`src/rtl/gpio_pkg.sv`:
```
// Shared constants for the GPIO peripheral: register map, widths and offset decode.
package gpio_pkg;

    localparam int unsigned REG_W    = 32;
    localparam int unsigned MAX_PINS = 32;
    localparam int unsigned OFF_W    = 5;

    localparam logic [OFF_W-1:0] OFF_DIR        = 5'h00;
    localparam logic [OFF_W-1:0] OFF_DATA_OUT   = 5'h04;
    localparam logic [OFF_W-1:0] OFF_DATA_IN    = 5'h08;
    localparam logic [OFF_W-1:0] OFF_RISE_EN    = 5'h0C;
    localparam logic [OFF_W-1:0] OFF_FALL_EN    = 5'h10;
    localparam logic [OFF_W-1:0] OFF_IRQ_STATUS = 5'h14;

    typedef enum logic [2:0] {
        REG_DIR        = 3'd0,
        REG_DATA_OUT   = 3'd1,
        REG_DATA_IN    = 3'd2,
        REG_RISE_EN    = 3'd3,
        REG_FALL_EN    = 3'd4,
        REG_IRQ_STATUS = 3'd5,
        REG_NONE       = 3'd6
    } reg_sel_e;

    function automatic reg_sel_e decode_offset(input logic [OFF_W-1:0] off);
        reg_sel_e sel;
        case (off)
            OFF_DIR:        sel = REG_DIR;
            OFF_DATA_OUT:   sel = REG_DATA_OUT;
            OFF_DATA_IN:    sel = REG_DATA_IN;
            OFF_RISE_EN:    sel = REG_RISE_EN;
            OFF_FALL_EN:    sel = REG_FALL_EN;
            OFF_IRQ_STATUS: sel = REG_IRQ_STATUS;
            default:        sel = REG_NONE;
        endcase
        return sel;
    endfunction

endpackage

```
`src/rtl/gpio_sync.sv`:
```
// Multi-stage synchroniser for asynchronous pad inputs, synchronous active-low reset.
module gpio_sync
    import gpio_pkg::*;
#(
    parameter int unsigned WIDTH  = 16,
    parameter int unsigned STAGES = 2
) (
    input  logic             clk,
    input  logic             rst,
    input  logic [WIDTH-1:0] d_i,
    output logic [WIDTH-1:0] q_o
);

    logic [WIDTH-1:0] sync_d [STAGES];
    logic [WIDTH-1:0] sync_q [STAGES];

    // Shift chain: stage 0 captures the pad, each later stage takes its predecessor.
    always_comb begin
        sync_d[0] = d_i;
        for (int i = 1; i < int'(STAGES); i++) begin
            sync_d[i] = sync_q[i-1];
        end
    end

    // Synchroniser flops.
    always_ff @(posedge clk) begin
        if (!rst) begin
            for (int i = 0; i < int'(STAGES); i++) begin
                sync_q[i] <= {WIDTH{1'b0}};
            end
        end else begin
            for (int i = 0; i < int'(STAGES); i++) begin
                sync_q[i] <= sync_d[i];
            end
        end
    end

    assign q_o = sync_q[STAGES-1];

endmodule

```
`src/rtl/gpio_ctrl.sv`:
```
// GPIO peripheral: bus register file, pad direction/data, input sync and
// sticky W1C edge interrupts ORed into irq_o.
module gpio_ctrl
    import gpio_pkg::*;
#(
    parameter int unsigned     NUM_PINS    = 16,
    parameter int unsigned     SYNC_STAGES = 2,
    parameter logic [REG_W-1:0] OUT_RST    = 32'h0000_0000
) (
    input  logic                clk,
    input  logic                rst,
    input  logic                req_i,
    input  logic                we_i,
    input  logic [REG_W-1:0]    addr_i,
    input  logic [REG_W-1:0]    data_i,
    output logic [REG_W-1:0]    data_o,
    output logic                ack_o,
    input  logic [NUM_PINS-1:0] io_in,
    output logic [NUM_PINS-1:0] io_out,
    output logic [NUM_PINS-1:0] io_oe,
    output logic                irq_o
);

    logic [NUM_PINS-1:0] dir_q, dir_d;
    logic [NUM_PINS-1:0] dout_q, dout_d;
    logic [NUM_PINS-1:0] rise_en_q, rise_en_d;
    logic [NUM_PINS-1:0] fall_en_q, fall_en_d;
    logic [NUM_PINS-1:0] status_q, status_d;
    logic [NUM_PINS-1:0] prev_q, prev_d;
    logic                ack_q, ack_d;
    logic [REG_W-1:0]    data_q, data_d;

    logic [NUM_PINS-1:0] data_in_s;
    logic [NUM_PINS-1:0] w1c_s;
    logic [NUM_PINS-1:0] rise_s;
    logic [NUM_PINS-1:0] fall_s;
    logic [NUM_PINS-1:0] rd_pins_s;
    logic [REG_W-1:0]    rdata_s;
    logic                wr_s;
    logic                rd_s;
    reg_sel_e            sel_s;
    logic                unused_s;

    gpio_sync #(
        .WIDTH  (NUM_PINS),
        .STAGES (SYNC_STAGES)
    ) u_sync (
        .clk (clk),
        .rst (rst),
        .d_i (io_in),
        .q_o (data_in_s)
    );

    assign sel_s    = decode_offset(addr_i[OFF_W-1:0]);
    assign wr_s     = req_i & we_i;
    assign rd_s     = req_i & ~we_i;
    assign unused_s = ^{addr_i[REG_W-1:OFF_W], data_i};

    // Register writes and edge/status update; a fresh edge beats a same-cycle W1C.
    always_comb begin
        dir_d     = dir_q;
        dout_d    = dout_q;
        rise_en_d = rise_en_q;
        fall_en_d = fall_en_q;
        w1c_s     = {NUM_PINS{1'b0}};
        if (wr_s) begin
            case (sel_s)
                REG_DIR:        dir_d     = data_i[NUM_PINS-1:0];
                REG_DATA_OUT:   dout_d    = data_i[NUM_PINS-1:0];
                REG_RISE_EN:    rise_en_d = data_i[NUM_PINS-1:0];
                REG_FALL_EN:    fall_en_d = data_i[NUM_PINS-1:0];
                REG_IRQ_STATUS: w1c_s     = data_i[NUM_PINS-1:0];
                default:        w1c_s     = {NUM_PINS{1'b0}};
            endcase
        end else begin
            w1c_s = {NUM_PINS{1'b0}};
        end
        rise_s   = data_in_s & ~prev_q & rise_en_q;
        fall_s   = ~data_in_s & prev_q & fall_en_q;
        status_d = (status_q & ~w1c_s) | rise_s | fall_s;
        prev_d   = data_in_s;
    end

    // Read mux, zero-extended to the bus width; unmapped offsets read 0.
    always_comb begin
        case (sel_s)
            REG_DIR:        rd_pins_s = dir_q;
            REG_DATA_OUT:   rd_pins_s = dout_q;
            REG_DATA_IN:    rd_pins_s = data_in_s;
            REG_RISE_EN:    rd_pins_s = rise_en_q;
            REG_FALL_EN:    rd_pins_s = fall_en_q;
            REG_IRQ_STATUS: rd_pins_s = status_q;
            default:        rd_pins_s = {NUM_PINS{1'b0}};
        endcase
        rdata_s                = {REG_W{1'b0}};
        rdata_s[NUM_PINS-1:0]  = rd_pins_s;
        ack_d                  = req_i;
        if (rd_s) begin
            data_d = rdata_s;
        end else begin
            data_d = {REG_W{1'b0}};
        end
    end

    // State registers.
    always_ff @(posedge clk) begin
        if (!rst) begin
            dir_q     <= {NUM_PINS{1'b0}};
            dout_q    <= OUT_RST[NUM_PINS-1:0];
            rise_en_q <= {NUM_PINS{1'b0}};
            fall_en_q <= {NUM_PINS{1'b0}};
            status_q  <= {NUM_PINS{1'b0}};
            prev_q    <= {NUM_PINS{1'b0}};
            ack_q     <= 1'b0;
            data_q    <= {REG_W{1'b0}};
        end else begin
            dir_q     <= dir_d;
            dout_q    <= dout_d;
            rise_en_q <= rise_en_d;
            fall_en_q <= fall_en_d;
            status_q  <= status_d;
            prev_q    <= prev_d;
            ack_q     <= ack_d;
            data_q    <= data_d;
        end
    end

    assign data_o = data_q;
    assign ack_o  = ack_q;
    assign io_out = dout_q;
    assign io_oe  = dir_q;
    assign irq_o  = |status_q;

endmodule

```
`config.mk`:
```
export PLATFORM = sky130hd
export DESIGN_NAME = gpio_ctrl
export DESIGN_NICKNAME = d
export VERILOG_FILES = /design/src/rtl/gpio_pkg.sv /design/src/rtl/gpio_sync.sv /design/src/rtl/gpio_ctrl.sv
export SDC_FILE = /design/constraint.sdc
export NUM_CORES = 1
export LEC_CHECK = 0
export CORE_UTILIZATION = 53
export CTS_CLUSTER_SIZE = 30
export DETAILED_ROUTE_END_ITERATION = 7
export PLACE_DENSITY = 0.85
export SKIP_LAST_GASP = 1
export SLEW_MARGIN = 20
export SYNTH_ARGS = -nofsm -noshare
export SYNTH_HDL_FRONTEND = slang
export SYNTH_SLANG_ARGS = --single-unit
```
`constraint.sdc`:
```
create_clock -name clk -period 5.3 [get_ports clk]
set_input_delay 0.795 -clock clk [delete_from_list [all_inputs] [get_ports clk]]
set_output_delay 0.795 -clock clk [all_outputs]
set_load 0.1 [all_outputs]
```
Yosys cells after proc, flatten, opt, wreduce, memory -nomap -nowiden
Memories as Yosys holds them, arrays and structs flattened. Index checks and enable logic that the tools add are counted.

Bits in latches: 0. Bits in read-only memories: 0. Bits in registers: 129. Output and inout port bits: 66. Logic and storage cells: 51. Input port bits: 84. Memories kept: 1. RAM bits: 32.

Memories: u_sync.sync_q (depth 2, width 16, read ports 2, clocked after Yosys merged registers in 0, write ports 2, RTL line gpio_sync.sv:15) `logic [WIDTH-1:0] sync_q [STAGES];`.

$mul: 0. Reductions and logical operators: 8. Divide/modulo/power cells: 0. Magnitude comparators: 0. Equal/unequal tests: 10. Multiplexer cells: 8. Shift-type cells: 0. Bitwise logic cells: 15. $add $sub $neg: 0.

Operators with widths (number): one-hot mux 16 bit (6 select lines) (1); AND 16 bit (5); two-way mux 16 bit (4); inverter 16 bit (3); bitwise OR 16 bit (2); one-hot mux 3 bit (6 select lines) (1); OR reduction 16 bit (1); == test 5 x 4 -> 1 bit, second input constant (2); == test 5 bit, second input constant (2); AND reduction 2 bit (5); == test 3 x 2 -> 1 bit, second input constant (2); == test 3 bit, second input constant (2); == test 5 x 3 -> 1 bit, second input constant (1); logical NOT 5 bit (1); == test 3 x 1 -> 1 bit, second input constant (1); logical NOT 3 bit (1); AND 1 bit (2); two-way mux 1 bit (2); bitwise OR 1 bit (2); inverter 1 bit (1).

Logic depth before layout (Yosys ltp)
Depth in word-level cells: 9. Mapped depth: 11. Gate-level depth less buffers: 7.

Modules after synthesis
A second synthesis with hierarchy kept.

Cells, all modules: 590. Area total of the unflattened synthesis: 5880.6 um2.

Modules (own cells, without submodules): gpio_ctrl (area an instance 4984.8 um2, instances 1, sequential area each 2262.2 um2, cells an instance 523); gpio_sync (area an instance 895.9 um2, instances 1, sequential area each 640.6 um2, cells an instance 67).

Worst setup path before layout
Ideal clock, no wire load.

Kind: input-to-reg. Start point: in addr_i[4]. End point: reg fall_en_q[10]. Setup slack: 2006 ps. Arrival: 3178 ps. Library setup time: 116 ps. Data required time: 5184 ps. Stages on the path: 10. Cell sequence: nand2b_1 -> clkbuf_1 -> clkbuf_1 -> or3_1 -> ha_1 -> or3_4 -> nor4_4 -> buf_6 -> mux2i_1 -> nor2b_1.

Word-level cells in the longest chain between the ends: 4. Elaborated cells on any way between the ends: 9.

RTL lines: start, declared (RTL line gpio_ctrl.sv:14) `input logic [REG_W-1:0] addr_i,`; == test 5 bit (tied with other cells) (RTL line gpio_pkg.sv:27) `case (off)`; one-hot mux 3 bit (6 select lines) (*) (RTL line gpio_pkg.sv:27); == test 3 bit (*) (RTL line gpio_ctrl.sv:67) `case (sel_s)`; AND reduction 2 bit (no line) (*); end signal, assigned (RTL line gpio_ctrl.sv:111) `fall_en_q <= {NUM_PINS{1'b0}};`; end signal, assigned (RTL line gpio_ctrl.sv:120) `fall_en_q <= fall_en_d;`; end, declared (RTL line gpio_ctrl.sv:27) `logic [NUM_PINS-1:0] fall_en_q, fall_en_d;`.

Every way passes the cells marked *; elsewhere a longest branch is shown, timed or not. A chain may end at the register's enable or synchronous reset.

Worst setup path in the final report
Start point: in addr_i[4]. End point: reg data_q[2] (netlist: data_o[2]).

Word-level cells in the longest chain between the ends: 4. Elaborated cells on any way between the ends: 14.

RTL lines: == test 5 bit (tied with other cells) (RTL line gpio_pkg.sv:27); one-hot mux 3 bit (6 select lines) (*) (RTL line gpio_pkg.sv:27); == test 3 bit (tied with other cells) (RTL line gpio_ctrl.sv:86) `case (sel_s)`; one-hot mux 16 bit (6 select lines) (*) (RTL line gpio_ctrl.sv:86); end signal, assigned (RTL line gpio_ctrl.sv:115) `data_q <= {REG_W{1'b0}};`; end signal, assigned (RTL line gpio_ctrl.sv:124) `data_q <= data_d;`; end, declared (RTL line gpio_ctrl.sv:31) `logic [REG_W-1:0] data_q, data_d;`.

Marks and branches as above.

==> results by stage <==
Critical path:
- The kind of cell with the highest combined delay along the critical path is simple AND/OR/NAND/NOR gates.
- The required time reported for the critical path endpoint is 5.76 ns.
- The cell at the slowest stage of the critical path is sky130_fd_sc_hd__nor2_2.
- Counting both buffers and inverters, the worst setup path holds a total of 1.
- The startpoint-to-endpoint class of the critical path is input pin to flip-flop.
- For this run, the slowest stage of the critical path takes 0.63 ns.
- The nature of the critical path startpoint is an input pin.
- The data arrival time at the worst-slack endpoint is 4.21 ns.
- The critical path goes through clkdlybuf4s50_1, nand2b_1, or3_1, ha_1, or3_4, nor2_2, a221oi_1, a21oi_1.
- Setup slack on the worst reg-to-reg path comes out at 3.93 ns.
- In this run the worst path has a maximum fanout of 21.
- The timing startpoint of the critical path is addr_i[4].
- STA classifies the critical path endpoint as a flip-flop.
- The start of the worst register-to-register path is status_q[2]$_SDFF_PN0_.

Synthesis:
- The distinct cell type count after synthesis is 35.
- The post-synthesis register bit count is 145.
- In the synthesized netlist the async set-or-reset flop fraction comes to 0%.
- The number of synthesized flops with an enable pin is 0.
- Yosys printed 0 warnings.
- Counting every instance in the synthesized netlist gives 611.
- Among all flip-flop cells after synthesis, the most frequent one is sky130_fd_sc_hd__dfxtp_1.
- The synthesized cell area is 0.005957 mm^2.
- The average footprint of a synthesized cell is 9.750 um^2.
- The sequential fraction of the synthesis area is 48.73%.

Routing:
- After detailed routing, the number of vias per cell comes to 5.456.
- In this run the remaining antenna-violating nets after routing total 0.
- The pre-antenna-repair detailed-routing pass consisted of 5 iterations.
- The detailed router finished its first iteration with 312 violations.
- In the final routed layout, each cell accounts on average for 16.37 um.
- The number of DRC violations after detailed routing is 0.
- The detailed router placed 4583 vias in this run.
- Wires add up to 13.75 mm.

Global route:
- The number of antenna violations at the first check in global routing was 0.
- Global routing used 24.40% of the available tracks across all layers.
- After global routing the overflow that remains totals 0.
- The maximum number of pins on one net before global-route repair is 146.
- The number of global-route vias before repair came to 4356.
- The global-route wire length before repair is 21.58 mm.
- In the global route stage, met1 resource usage came out at 31.01%.
- After global routing, the most crowded layer is met2.
- The met3 global-route usage is 6.028%.
- Global routing used 40.22% of the available met2 tracks.

Place:
- At the end of routability-driven placement, the weighted congestion stood at 0.8229.
- The count of buffers added on input and output ports is 90.
- The instance count after placement with tap cells included is 809.
- Once placement finished, the instance area stood at 0.006842 mm^2.
- Timing analysis after detailed placement gives a worst setup slack of 1.114 ns.
- The detailed placer's ending HPWL is 8.948 mm.

Pwr:
- Summing internal, switching and leakage power gives 2.588 mW.
- The static leakage is 2.742 nW.
- The switching power is 0.5752 mW.
- The share of total power in combinational logic is 7.1%.
- Cell internal power was estimated by the tool at 2.013 mW.
- Across the VDD grid, the largest voltage drop is 0.0002019 V.
- The power density of the placed cells is 345.2 mW/mm^2.
- The clock network accounts for 49.7% of the total power.
- Registers are responsible for 43.2% of the overall power.
- Net switching is 22.23% of the power.

STA:
- In this run the tightest slew margin relative to its limit is 31.94%.
- The final number of hold-violating endpoints is 0.
- Across all setup checks in the final design, the least slack found is 1.546 ns.
- Setup total negative slack on the finished layout was measured at 0 ns.
- Setup repair after global routing left no endpoint under its margin.
- Setup violations remaining at the end of the flow were counted as 0.
- The final count of pins violating max slew is 0.
- The shortest period the worst path allows is 3.754 ns.
- Based on the critical path, the design can be clocked at up to 266.4 MHz.
- The tightest hold path in the finished design has a slack of 0.4307 ns.
- At the pin with the least slew margin, the transition time is 1.021 ns.
- Clock skew on the completed layout was measured at 0.006134 ns.
- In the finished design, the share of the clock period the worst path needs comes to 70.83%.

Clocking:
- The clock reaches the later pin of the worst-skew pair after 0.53 ns.
- TritonCTS built the clock tree.
- Counting every sink on the clock net gives 145.
- The H-tree generated during clock tree synthesis spans 4 levels.
- The tree is rooted in a sky130_fd_sc_hd__clkbuf_8.
- The number of setup buffers added after CTS is 0.
- The number of buffers added to fix hold violations after cts is 0.
- The number of buffers created by CTS is 17.
- The total of cells resized after clock tree synthesis is 0.
- The buffer levels on the longest clock path is 2.
- The clock edge transition at the registers on the reported setup and hold paths is 0.06 ns.

Floorplan:
- The vertical die dimension is 108.0 um.
- Once the floorplan was initialized, standard cells occupied 54.71% of the core.
- During I/O placement, the number of pins put on the boundary was 150.
- The core region is 0.01089 mm^2.
- The floorplan has 38 rows.
- The die boundary width is 108.0 um.
- The floorplan step defined a die boundary enclosing 0.01167 mm^2.

Layout:
- The repair_antennas step left the layout with diodes totalling 0.
- The final cell area excluding filler cells is 0.007497 mm^2.
- The share of final-layout standard cells stronger than drive strength 1 is 8.714%.
- The flip-flop and latch area is 0.002903 mm^2.
- The final net count is 773.
- The total area of multi-input combinational cells is 0.002828 mm^2.
- Counting the fill cells in the layout gives 819.
- The count of cells in the finished layout, fillers not included, comes to 840.
- The post-layout utilization of the core is 68.86%.
- From synthesis to final layout, the design area changed by 25.86%.

Hold path:
- The worst hold path belongs to the class flip-flop to flip-flop.
- The startpoint identified for the worst hold timing path is u_sync.sync_q[0][8]$_SDFF_PN0_.

Job:
- The tool flagged a number of max-cap violations equal to 0.

Outcome:
- The flow ran to the end, and the final reports show no timing, DRC or antenna violations.
==> flip-flops by register name, summed over array words and instances, names as in the netlist <==
| name | count |
|---|---|
| io_oe | 16 |
| status_q | 16 |
| ack_o | 1 |
| data_o | 16 |
| fall_en_q | 16 |
| rise_en_q | 16 |
| u_sync.sync_q | 32 |
| prev_q | 16 |
| io_out | 16 |
==> Yosys cell counts, types with 2 or more instances <==
master                     instances  area share [%]
sky130_fd_sc_hd__clkbuf_1         23             1.4
sky130_fd_sc_hd__nor2b_1          33             3.5
sky130_fd_sc_hd__a21boi_1         15             1.9
sky130_fd_sc_hd__dfxtp_1         145              49
sky130_fd_sc_hd__inv_1             2            0.13
sky130_fd_sc_hd__buf_6             2            0.38
sky130_fd_sc_hd__and2_1           50             5.3
sky130_fd_sc_hd__nor3_1           16             1.3
sky130_fd_sc_hd__nand2b_1          2            0.21
sky130_fd_sc_hd__or3_1             3            0.32
sky130_fd_sc_hd__a221oi_1         16             2.4
sky130_fd_sc_hd__buf_4            17             2.1
sky130_fd_sc_hd__nor4_1            4            0.42
sky130_fd_sc_hd__nand4_1           2            0.21
sky130_fd_sc_hd__nor3_2            2            0.34
sky130_fd_sc_hd__buf_2             8            0.67
sky130_fd_sc_hd__mux2_2           16             3.0
sky130_fd_sc_hd__a21oi_1          16             1.3
sky130_fd_sc_hd__o21ai_0          16             1.3
sky130_fd_sc_hd__buf_1             3            0.19
sky130_fd_sc_hd__nand2_1          97             6.1
sky130_fd_sc_hd__o21a_1           16             2.0
sky130_fd_sc_hd__a21boi_0         17             2.1
sky130_fd_sc_hd__mux2i_1          64              11
sky130_fd_sc_hd__nand3b_1         16             2.0
==> final timing paths <==
kind | end | cells past startpoint
worst max-delay path | data_o[2]$_SDFF_PN0_ | 8
worst min-delay path | u_sync.sync_q[0][24]$_SDFF_PN0_ | 1
worst max register to register | data_o[2]$_SDFF_PN0_ | 3
worst min register to register | u_sync.sync_q[0][24]$_SDFF_PN0_ | 1
==> cells by family after synthesis <==
logic type | after synthesis | synth area share (%)
AO/OA/AOI/OAI | 99 | 11.64
buffers and inverters | 55 | 4.957
flip-flops | 145 | 48.73
adder cells (fa/ha/maj) | 1 | 0.2100
AND/OR/NAND/NOR | 230 | 20.63
multiplexers | 80 | 13.78
other | 1 | 0.06295
==> cell type report <==
type / instances / share of cell area, %
Sequential cell: 145 / 38.72
Multi-Input combinational cell: 426 / 37.72
Timing Repair Buffer: 96 / 12.57
Clock buffer: 22 / 6.175
Clock inverter: 9 / 2.387
Tap cell: 140 / 2.336
Inverter: 2 / 0.1001
==> power by group through the flow <==
stage / Combinational (mW) / Sequential [mW] / Clock (mW)
finish: 0.184 / 1.12 / 1.29
global route: 0.194 / 1.12 / 1.34
CTS: 0.183 / 1.12 / 1.29
detailed placement: 0.182 / 1.14 / 0
global placement: 0.179 / 1.14 / 0
floorplan: 0.116 / 1.16 / 0
==> routing by layer <==
| layer | part of all wire, % | wire length (um) | vias up |
|---|---|---|---|
| li1 | - | - | 2225 |
| met2 | 48 | 6546 | 168 |
| met3 | 6.2 | 848 | 28 |
| met1 | 44 | 6078 | 2162 |
| met4 | 2.0 | 279 | 0 |
| met5 | 0 | 0 | - |
==> cell usage in the layout (no fill, tap or decap), types with 17 or more instances in the layout <==
cell type                           n
sky130_fd_sc_hd__nand2_1           97
sky130_fd_sc_hd__a21boi_0          17
sky130_fd_sc_hd__mux2i_1           64
sky130_fd_sc_hd__and2_1            50
sky130_fd_sc_hd__clkdlybuf4s50_1   88
sky130_fd_sc_hd__dfxtp_1          145
sky130_fd_sc_hd__nor2b_1           32
(Power assumes the default switching activity.)
